$ cat config.mk
export PLATFORM = sky130hd
export DESIGN_NAME = frame_scan_sequencer
export DESIGN_NICKNAME = d
export VERILOG_FILES = /design/src/rtl/frame_scan_pkg.sv /design/src/rtl/scan_delay_line.sv /design/src/rtl/frame_scan_sequencer.sv
export SDC_FILE = /design/constraint.sdc
export NUM_CORES = 1
export LEC_CHECK = 0
export CORE_UTILIZATION = 50
export CTS_CLUSTER_DIAMETER = 50
export DETAILED_ROUTE_END_ITERATION = 8
export PLACE_DENSITY_LB_ADDON = 0.25
export SLEW_MARGIN = 40
export SYNTH_ARGS = -nofsm -noshare
export SYNTH_HDL_FRONTEND = slang
export SYNTH_HIERARCHICAL = 1
export SYNTH_SLANG_ARGS = --single-unit
$ cat constraint.sdc
create_clock -name clk25 -period 2.4 [get_ports clk25]
set_input_delay 0.48 -clock clk25 [delete_from_list [all_inputs] [get_ports clk25]]
set_output_delay 0.48 -clock clk25 [all_outputs]
set_load 0.02 [all_outputs]
$ cat src/rtl/frame_scan_pkg.sv
`default_nettype none
//------------------------------------------------------------------------------
// Module   : frame_scan_pkg
// Brief    : Shared types and defaults for the frame scan sequencer.
// Revision : 1.0 - initial release
//------------------------------------------------------------------------------
package frame_scan_pkg;

    localparam int c_DEFAULT_WIDTH  = 640;
    localparam int c_DEFAULT_HEIGHT = 480;
    // Write-address field carried through the delay line; sized for the default frame.
    localparam int c_PIPE_ADDR_W    = 19;

    typedef enum logic [1:0] {
        IDLE  = 2'd0,
        SCAN  = 2'd1,
        DRAIN = 2'd2
    } scan_state_t;

    typedef struct packed {
        logic                     valid;
        logic [c_PIPE_ADDR_W-1:0] addr;
        logic [9:0]               x;
        logic [8:0]               y;
    } pipe_entry_t;

endpackage
`default_nettype wire

$ cat src/rtl/scan_delay_line.sv
`default_nettype none
//------------------------------------------------------------------------------
// Module   : scan_delay_line
// Brief    : LAT-deep valid/data shift register with asynchronous clear.
// Revision : 1.0 - initial release
//------------------------------------------------------------------------------
module scan_delay_line
    import frame_scan_pkg::*;
#(
    parameter int LAT = 3
) (
    input  logic        clk,
    input  logic        rst_n,
    input  pipe_entry_t i_entry,
    output pipe_entry_t o_entry,
    output logic        o_busy
);

    logic [LAT-1:0] r_valid;
    pipe_entry_t    r_data [LAT];
    logic [LAT-1:0] w_in_valid;
    pipe_entry_t    w_in_data [LAT];

    generate
        for (genvar k = 0; k < LAT; k++) begin : g_stage
            if (k == 0) begin : g_head
                assign w_in_valid[k] = i_entry.valid;
                assign w_in_data[k]  = i_entry;
            end else begin : g_tail
                assign w_in_valid[k] = r_valid[k-1];
                assign w_in_data[k]  = r_data[k-1];
            end
        end
    endgenerate

    // Payload only loads behind a valid beat so the tail holds the last written pixel.
    always_ff @(posedge clk or negedge rst_n) begin
        if (!rst_n) begin
            r_valid <= '0;
            for (int k = 0; k < LAT; k++) begin
                r_data[k] <= '0;
            end
        end else begin
            for (int k = 0; k < LAT; k++) begin
                r_valid[k] <= w_in_valid[k];
                if (w_in_valid[k]) begin
                    r_data[k] <= w_in_data[k];
                end
            end
        end
    end

    always_comb begin
        o_entry       = r_data[LAT-1];
        o_entry.valid = r_valid[LAT-1];
    end

    assign o_busy = |r_valid;

endmodule
`default_nettype wire

$ cat src/rtl/frame_scan_sequencer.sv
`default_nettype none
//------------------------------------------------------------------------------
// Module   : frame_scan_sequencer
// Brief    : Raster read sequencer with delay-matched write side for one frame.
//            Optional FRAME_SCAN_DECIMATE_EN adds 2:1 decimation (decim port).
// Revision : 1.0 - initial release
//------------------------------------------------------------------------------
module frame_scan_sequencer
    import frame_scan_pkg::*;
#(
    parameter int WIDTH  = c_DEFAULT_WIDTH,
    parameter int HEIGHT = c_DEFAULT_HEIGHT,
    parameter int ADDR_W = 19,
    parameter int LAT    = 3
) (
    input  logic              clk25,
    input  logic              rst_n,
    input  logic              start,
    input  logic              pause,
`ifdef FRAME_SCAN_DECIMATE_EN
    input  logic              decim,
`endif
    output logic [ADDR_W-1:0] addr_mem0,
    output logic              rd_en,
    output logic [ADDR_W-1:0] addr_mem1,
    output logic              we,
    output logic [9:0]        pix_x,
    output logic [8:0]        pix_y,
    output logic              busy,
    output logic              frame_done
);

    localparam logic [9:0] c_X_LAST = 10'(WIDTH - 1);
    localparam logic [8:0] c_Y_LAST = 9'(HEIGHT - 1);

    scan_state_t       r_state;
    scan_state_t       w_state_next;
    logic              r_pending;
    logic              w_pending_next;
    logic              w_enter_scan;
    logic              w_busy;
    logic              w_done;
    logic              w_step;
    logic              w_last;
    logic              w_issue;
    logic              w_pix_sel;
    logic              w_pipe_busy;
    logic [9:0]        r_x;
    logic [8:0]        r_y;
    logic [ADDR_W-1:0] r_addr;
    logic [ADDR_W-1:0] w_wr_addr;
    logic [9:0]        w_wr_x;
    logic [8:0]        w_wr_y;
    pipe_entry_t       w_pipe_in;
    pipe_entry_t       w_pipe_out;

    assign w_step  = (r_state == SCAN) && !pause;
    assign w_last  = (r_x == c_X_LAST) && (r_y == c_Y_LAST);
    assign w_issue = w_step && w_pix_sel;

    always_comb begin
        w_state_next   = r_state;
        w_pending_next = r_pending;
        w_enter_scan   = 1'b0;
        w_busy         = 1'b0;
        w_done         = 1'b0;
        case (r_state)
            IDLE: begin
                if (start || r_pending) begin
                    w_state_next   = SCAN;
                    w_pending_next = 1'b0;
                    w_enter_scan   = 1'b1;
                end
            end
            SCAN: begin
                w_busy = 1'b1;
                if (start) w_pending_next = 1'b1;
                if (w_step && w_last) w_state_next = DRAIN;
            end
            DRAIN: begin
                if (w_pipe_busy) begin
                    w_busy = 1'b1;
                    if (start) w_pending_next = 1'b1;
                end else begin
                    // A start landing on the done cycle becomes the next pending frame.
                    w_done         = 1'b1;
                    w_pending_next = start;
                    if (r_pending) begin
                        w_state_next = SCAN;
                        w_enter_scan = 1'b1;
                    end else begin
                        w_state_next = IDLE;
                    end
                end
            end
            default: w_state_next = IDLE;
        endcase
    end

    always_ff @(posedge clk25 or negedge rst_n) begin
        if (!rst_n) begin
            r_state   <= IDLE;
            r_pending <= 1'b0;
        end else begin
            r_state   <= w_state_next;
            r_pending <= w_pending_next;
        end
    end

    always_ff @(posedge clk25 or negedge rst_n) begin
        if (!rst_n) begin
            r_x    <= '0;
            r_y    <= '0;
            r_addr <= '0;
        end else if ((r_state != SCAN) || (w_step && w_last)) begin
            r_x    <= '0;
            r_y    <= '0;
            r_addr <= '0;
        end else if (w_step) begin
            r_addr <= r_addr + ADDR_W'(1);
            if (r_x == c_X_LAST) begin
                r_x <= '0;
                r_y <= r_y + 9'd1;
            end else begin
                r_x <= r_x + 10'd1;
            end
        end
    end

`ifdef FRAME_SCAN_DECIMATE_EN
    logic              r_decim;
    logic [ADDR_W-1:0] r_dec_addr;

    always_ff @(posedge clk25 or negedge rst_n) begin
        if (!rst_n) begin
            r_decim    <= 1'b0;
            r_dec_addr <= '0;
        end else begin
            if (w_enter_scan) r_decim <= decim;
            if (r_state != SCAN) begin
                r_dec_addr <= '0;
            end else if (w_issue) begin
                r_dec_addr <= r_dec_addr + ADDR_W'(1);
            end
        end
    end

    // Decimated frames are written densely at half resolution.
    assign w_pix_sel = !r_decim || !(r_x[0] || r_y[0]);
    assign w_wr_addr = r_decim ? r_dec_addr : r_addr;
    assign w_wr_x    = r_decim ? {1'b0, r_x[9:1]} : r_x;
    assign w_wr_y    = r_decim ? {1'b0, r_y[8:1]} : r_y;
`else
    assign w_pix_sel = 1'b1;
    assign w_wr_addr = r_addr;
    assign w_wr_x    = r_x;
    assign w_wr_y    = r_y;
`endif

    always_comb begin
        w_pipe_in       = '0;
        w_pipe_in.valid = w_issue;
        w_pipe_in.addr  = c_PIPE_ADDR_W'(w_wr_addr);
        w_pipe_in.x     = w_wr_x;
        w_pipe_in.y     = w_wr_y;
    end

    scan_delay_line #(
        .LAT (LAT)
    ) u_delay (
        .clk     (clk25),
        .rst_n   (rst_n),
        .i_entry (w_pipe_in),
        .o_entry (w_pipe_out),
        .o_busy  (w_pipe_busy)
    );

    assign addr_mem0  = r_addr;
    assign rd_en      = w_issue;
    assign we         = w_pipe_out.valid;
    assign addr_mem1  = ADDR_W'(w_pipe_out.addr);
    assign pix_x      = w_pipe_out.x;
    assign pix_y      = w_pipe_out.y;
    assign busy       = w_busy;
    assign frame_done = w_done;

endmodule
`default_nettype wire
==> impl_metrics.csv <==
group,metric,value,unit
clocking,postCtsSetupBuffers,0,
logic_synthesis,avgSynthCellArea,13.81,sq um
worst_setup_path,end_kind,"output pin",
logic_synthesis,synth_nets,520,
clocking,cts_tree,"built",
sta,fmax,435.3,MHz
finish,final_cell_mix,"dfrtp_1 (156), mux2_2 (74), clkdlybuf4s50_1 (60)",
detailed_routing,drc,0,
floorplanning,fp-row-count,42,
clocking,cts.sinks,158,
logic_synthesis,synth_cell_types,45,
placement,place.gp.congestion,0.8140,
finish,layout_commonest_cell,"dfrtp_1",
detailed_routing,avgViaCountPerCell,5.320,
worst_setup_path,cp_max_fo,5,
clocking,cts.path.max_buffers,2,
global_route,grtUsageTotal,0.1844,
global_route,grt_pass1_wl,20.36,mm
sta,maxSlewHeadroom,0.5757,
detailed_routing,drt_first_pass_iters,5,
finish,final_util,0.6068,
sta,rsz0062_at_grt,"false",
worst_setup_path,required,1.92,ns
power_and_ir_drop,peakVddDrop,0.5669,mV
detailed_routing,routedWlPerCell,16.37,microns
logic_synthesis,ys_ff_latch,158,
global_route,antenna_found_initial,0,
global_route,gr-total-overflow,0,
clocking,cts-htree-levels,4,
placement,dp.cells,703,
global_route,grt_pass1_vias,3913,
min_path,hold_path_depth,1,
finish,fin_nets,559,
clocking,root_buffer,"clkbuf_16",
logic_synthesis,ys_seq_area_frac,0.5634,
sta,tightest_slew,0.6365,ns
worst_setup_path,critPathLaunchType,"flop",
finish,finalNonFillerCells,734,
finish,n_antenna_cell,0,
floorplanning,die-area,0.01451,sq mm
floorplanning,io_pins,65,
sta,slew_violations,0,
sta,setup_viol,0,
power_and_ir_drop,p_leak,3.884,nW
sta,setup_tns,0,ns
power_and_ir_drop,pwr_density_cell,871.9,mW/mm^2
floorplanning,dieHeight,120.5,microns
min_path,min_path_type,"flop to flop",
sta,final.setup_skew,0.005772,ns
flow_run,max_cap_viol_count,0,
placement,port_buffers,64,
finish,area_delta_synth_final,16.31,%
worst_setup_path,worstSetupPathType,"flop to output pin",
placement,place_hpwl,7.972,mm
logic_synthesis,postSynthCellCount,508,
clocking,clock_latency,0.42,ns
floorplanning,core,0.01345,sq mm
run_status,status,"completed",
logic_synthesis,synth.cell_area,0.007018,sq mm
worst_setup_path,crit_arrival,1.82,ns
detailed_routing,antenna_left,0,
finish,drive_gt1_frac,0.3047,
floorplanning,die_w,120.5,microns
sta,fin_crit_sh,0.9572,
global_route,grt_max_degree,64,
sta,min_period,2.297,ns
worst_setup_path,reg2reg_depth,6,
sta,hold_viol_final,0,
detailed_routing,drt-initial-drc-count,173,
detailed_routing,dr_total_vias,3905,
detailed_routing,wl,12.01,mm
clocking,cts_inserted_buffers,17,
clocking,path_clk_slew,0.06,ns
logic_synthesis,ys.warnings.count,6,
floorplanning,start_util,0.5217,
==> layer usage <==
metal  global-route usage  up-vias  wire, microns
met2               0.2870       67           5854
li1                     -     1819              -
met4              0.07870        0            186
met1               0.2454     2002           5588
met5                    0        -              0
met3              0.04764       17            385
==> Yosys cell counts, drive strengths merged <==
master   instances  area (sq um)
a22oi            1         7.510
ha               8         100.1
o41ai            2         36.29
o211ai           1         7.510
or4b             1         10.01
or3              6         42.54
nand4b           1         23.77
nor3             6         30.03
a21oi            7         35.03
or4              1         11.26
xnor2            9         78.83
nand3           11         55.05
buf             54         421.7
clkbuf           2         7.510
and2             6         37.54
and3             4         25.02
a41oi            2         17.52
o31ai            1         7.510
nor4b            1         8.760
nand2           24         92.59
o22ai            1         6.260
nor2            31         116.4
mux2           116          1464
nand4            9         77.57
xor2            17         148.9
nor2b            4         25.02
o21ai            9         56.31
nor4             3         33.78
inv              3         11.26
and4             2         17.52
a21boi           1         7.510
nand2b           4         25.02
dfrtp          158          3954
mux2i            1         10.01
o2bb2ai          1         8.760
==> flip-flops by register name (all words and copies together), names as in the netlist <==
name             count
u_delay/r_data      76
r_x                 10
r_y                  9
u_delay/r_valid      3
r_state              2
addr_mem0           19
u_delay/o_entry     38
r_pending            1
==> area by class of cell <==
cell class                 instances  area (sq um)
fill                            1070          5290
sequential                       158          3956
multi-input combinational        291          2634
timing repair buffer              76         757.0
clock buffer                      24         501.7
tap                              176         220.2
clock inverter                     6         82.58
inverter                           3         11.26
==> critical path, stage by stage, from the launching register on <==
cell             delay, ns
dfrtp_1               0.44
inv_1                 0.12
ha_1                  0.26
a21oi_1               0.10
nor2b_1               0.16
clkdlybuf4s15_1       0.32
==> kinds of logic after synthesis <==
logic type                 synth area share
AOI/OAI and AO/OA                   0.02710
adders and majority gates           0.01426
buffers and inverters               0.06276
and+or+nand+nor                     0.09003
DFF                                  0.5634
xor gates and xnor gates            0.03245
muxes                                0.2100
==> through the flow <==
stage          instance area, sq um  total power, mW  hold WS [ns]  setup WS, ns
2_1_floorplan                  7018            4.161        0.1844       0.09105
3_3_place_gp                   7569            4.499        0.4564       0.09985
3_5_place_dp                   7569            4.542        0.4544       0.03988
4_1_cts                        8159            7.227        0.5056       0.05123
5_1_grt                        8163            7.446        0.5157      0.008008
6_report                       8163            7.117        0.5010        0.1026
==> timing repair <==
| action | in CTS | in global routing |
|---|---|---|
| gates resized for setup | 3 | 2 |
| hold buffers | 1 | 0 |
| setup endpoints to repair | 3 | 1 |
| endpoints found under the hold margin | 7 | 0 |
==> power breakdown <==
group          internal (mW)  leakage, nW  total, mW  switching, mW
clock network           1.65        0.288       2.64          0.984
logic                  0.608         1.49       1.12          0.510
registers               3.04         2.11       3.36          0.319
total                   5.30         3.88       7.12           1.81
==> path summary, 6_finish.rpt <==
kind | startpoint | to | slack [ns]
setup / recovery | r_state[0] | busy | 0.10
hold / removal | u_delay/r_data[79] | u_delay/r_data[40] | 0.50
setup reg to reg | r_y[0] | r_y[1] | 0.33
hold reg to reg | u_delay/r_data[79] | u_delay/r_data[40] | 0.50
max in group asynchronous | rst_n | u_delay/r_valid[0] | 1.14
min in group asynchronous | rst_n | r_y[6] | 0.56
Power figures use the tool's default switching activity.
==> variant: new RTL, same settings <==
Put a register stage on the outputs `rd_en`, `addr_mem1`, `we`, `pix_x`, `pix_y`, `busy` and `frame_done`, with the module's reset. The values now appear one clock later. The other outputs are not delayed to match.
--- a/src/rtl/frame_scan_sequencer.sv
+++ b/src/rtl/frame_scan_sequencer.sv
@@ -176,13 +176,25 @@
     );
 
     assign addr_mem0  = r_addr;
-    assign rd_en      = w_issue;
-    assign we         = w_pipe_out.valid;
-    assign addr_mem1  = ADDR_W'(w_pipe_out.addr);
-    assign pix_x      = w_pipe_out.x;
-    assign pix_y      = w_pipe_out.y;
-    assign busy       = w_busy;
-    assign frame_done = w_done;
+    always_ff @(posedge clk25 or negedge rst_n) begin
+        if (!rst_n) begin
+            rd_en      <= '0;
+            addr_mem1  <= '0;
+            we         <= '0;
+            pix_x      <= '0;
+            pix_y      <= '0;
+            busy       <= '0;
+            frame_done <= '0;
+        end else begin
+            rd_en      <= w_issue;
+            addr_mem1  <= ADDR_W'(w_pipe_out.addr);
+            we         <= w_pipe_out.valid;
+            pix_x      <= w_pipe_out.x;
+            pix_y      <= w_pipe_out.y;
+            busy       <= w_busy;
+            frame_done <= w_done;
+        end
+    end
 
 endmodule
 `default_nettype wire
Function: changed (a bounded check fails within 4 cycles, from zero or initial values and one cycle with rst_n low).
==> variant against the original RTL <==
Sequential power is 22% higher. Area after synthesis is 14% higher. Total power is 11% higher. Setup slack better by 0.22 ns. Hold slack worse by 0.49 ns. Critical endpoint is now addr_mem0[4]. Combinational power is 8% lower. Wire length is 9.2% higher. Die area is 14% higher. Sequential cell count is 42 higher. Final area is 13% higher. First-iteration DRC count is 48% higher. Synthesized cell count is 7.7% higher. Global-route usage is 0.46 points lower.
==> variant: results (changes against the original RTL) <==
[clock_network]
clock_latency_ns = 0.43
cts_resized = 0  ; -3
h-tree-depth = 4  ; unchanged
cts_root_buf = clkbuf_16
path_clk_slew_ns = 0.06  ; about the same
cts_setup_buffers = 0  ; unchanged
cts_buffers = 17  ; unchanged
cts_buffer_depth = 2  ; unchanged

[drt]
routed_wl_um = 13120  ; +9.2%
ant_nets = 0  ; unchanged
drt_iter0_drc = 256  ; +48%
vias_per_cell = 5.119  ; -3.8%
vias = 4162  ; +6.6%
first_pass_iters = 4  ; -1

[setup_path]
cpMaxStageDelayCell = clkdlybuf4s50_1
worstPathArrival_ns = 1.60  ; -0.22 ns
rrSetupSlack_ns = 0.42  ; +0.09 ns
reg2reg_from = r_state[1]$_DFFE_PN0P_
slowest_delay_ns = 0.67  ; +0.23 ns
path_max_fanout = 6  ; +1
cp_top_family = buffers and inverters
reg2regPathDepth = 6  ; unchanged
r2r_end = u_delay/r_data[89]$_DFFE_PN0P_

[global_route]
antenna_found_initial = 0  ; unchanged
grt_pass1_vias = 4322  ; +10%
grt_pass1_wl_um = 22380  ; +9.9%
grt_max_degree = 81  ; +27%
grt_usage_pct = 17.98  ; -0.46 points

[yosys]
ys_seq_area_share_pct = 62.69  ; +6.3 points
synth.top_cells.by_area = dfrtp_1, mux2_2, mux2_4
async_flop_share_pct = 100.0  ; unchanged
synthTopCellsByCount = dfrtp_1, mux2_2, buf_4
yosys_warnings = 6  ; unchanged
syn_inst = 547  ; +7.7%
synth_cell_types = 38  ; -16%
synth_nets = 559  ; +7.5%

[cells_and_area]
fillers = 1191  ; +11%
top_register = u_delay/r_data
largest_reg_flops = 76  ; unchanged
nets = 601  ; +7.5%
antennaDiodeCount = 0  ; unchanged
drive_gt1_share_pct = 28.57  ; -1.9 points

[place]
place_congestion = 0.8276  ; +1.7%
detailedPlace.worstSlack_ns = 0.09337  ; +0.05349 ns
dp_cells = 781  ; +11%
post_dp_cell_area_um2 = 8616  ; +14%
io_buffers = 64  ; unchanged
place.detailed.hpwl_um = 8455  ; +6.1%

[sta]
hold_ws_ns = 0.01302  ; -0.4879 ns
clock_skew_ns = 0.005648  ; -0.0001238 ns
finalSetupTns_ns = 0  ; unchanged
slew_headroom_pct = 57.24  ; -0.33 points

[min_path]
hold_path_class = in2async

[outcome]
outcome = finished clean

[power]
vdd.ir_drop.worst_mv = 0.5506  ; -2.9%
leakagePower_nw = 4.419  ; +14%

==> variant: layout make-up <==
cell class | count | share of cell area [%]
flip-flops and latches | 200 | 54.46
multi-input cells | 286 | 27.53
repair buffers | 79 | 8.642
clock buffers | 24 | 5.348
well taps | 211 | 2.872
clock inverters | 8 | 0.9390
inverters | 5 | 0.2041
==> variant: worst max-delay path by stage <==
stage / start / to / slack (ns) / cells after the start
2_1_floorplan: r_state[1]$_DFFE_PN0P_ / u_delay/r_data[100]$_DFFE_PN0P_ / 0.62 / 7
3_3_place_gp: pause / r_x[1]$_DFFE_PN0P_ / 0.17 / 6
3_5_place_dp: pause / r_x[1]$_DFFE_PN0P_ / 0.09 / 6
4_1_cts: addr_mem0[4]$_DFFE_PN0P_ / addr_mem0[4] / 0.28 / 1
5_1_grt: r_state[1]$_DFFE_PN0P_ / u_delay/r_data[89]$_DFFE_PN0P_ / 0.21 / 6
6_report: addr_mem0[4]$_DFFE_PN0P_ / addr_mem0[4] / 0.32 / 1
==> variant: stage by stage <==
stage / total power [mW] / util, %
after CTS: 7.977 / 59.81
after floorplan: 4.826 / -
after global routing: 8.245 / 59.81
final: 7.872 / 59.81
after global placement: 5.170 / 56.05
after detailed placement: 5.204 / 56.05
==> variant: routing by layer <==
metal	track usage, %	share of wire [%]	vias to the layer above
met5	0	0	-
met4	6.713	1.4	0
met3	4.990	3.4	16
met2	28.14	49	64
met1	24.10	46	2166
li1	-	-	1916
==> variant: cells by family after synthesis <==
group                      count (synthesis)  share of synthesized area [%]
AOI/OAI and AO/OA                         22                          1.708
DFF                                      200                          62.69
buffers and inverters                     61                          5.704
and+or+nand+nor                          112                          7.303
muxes                                    117                          18.38
adders and majority gates                  8                          1.254
xor gates and xnor gates                  27                          2.962
==> variant: report_power, final <==
group	switching [mW]	leakage (nW)	internal (mW)
Sequential	0.290	2.67	3.80
Combinational	0.472	1.47	0.561
Clock	1.20	0.281	1.55
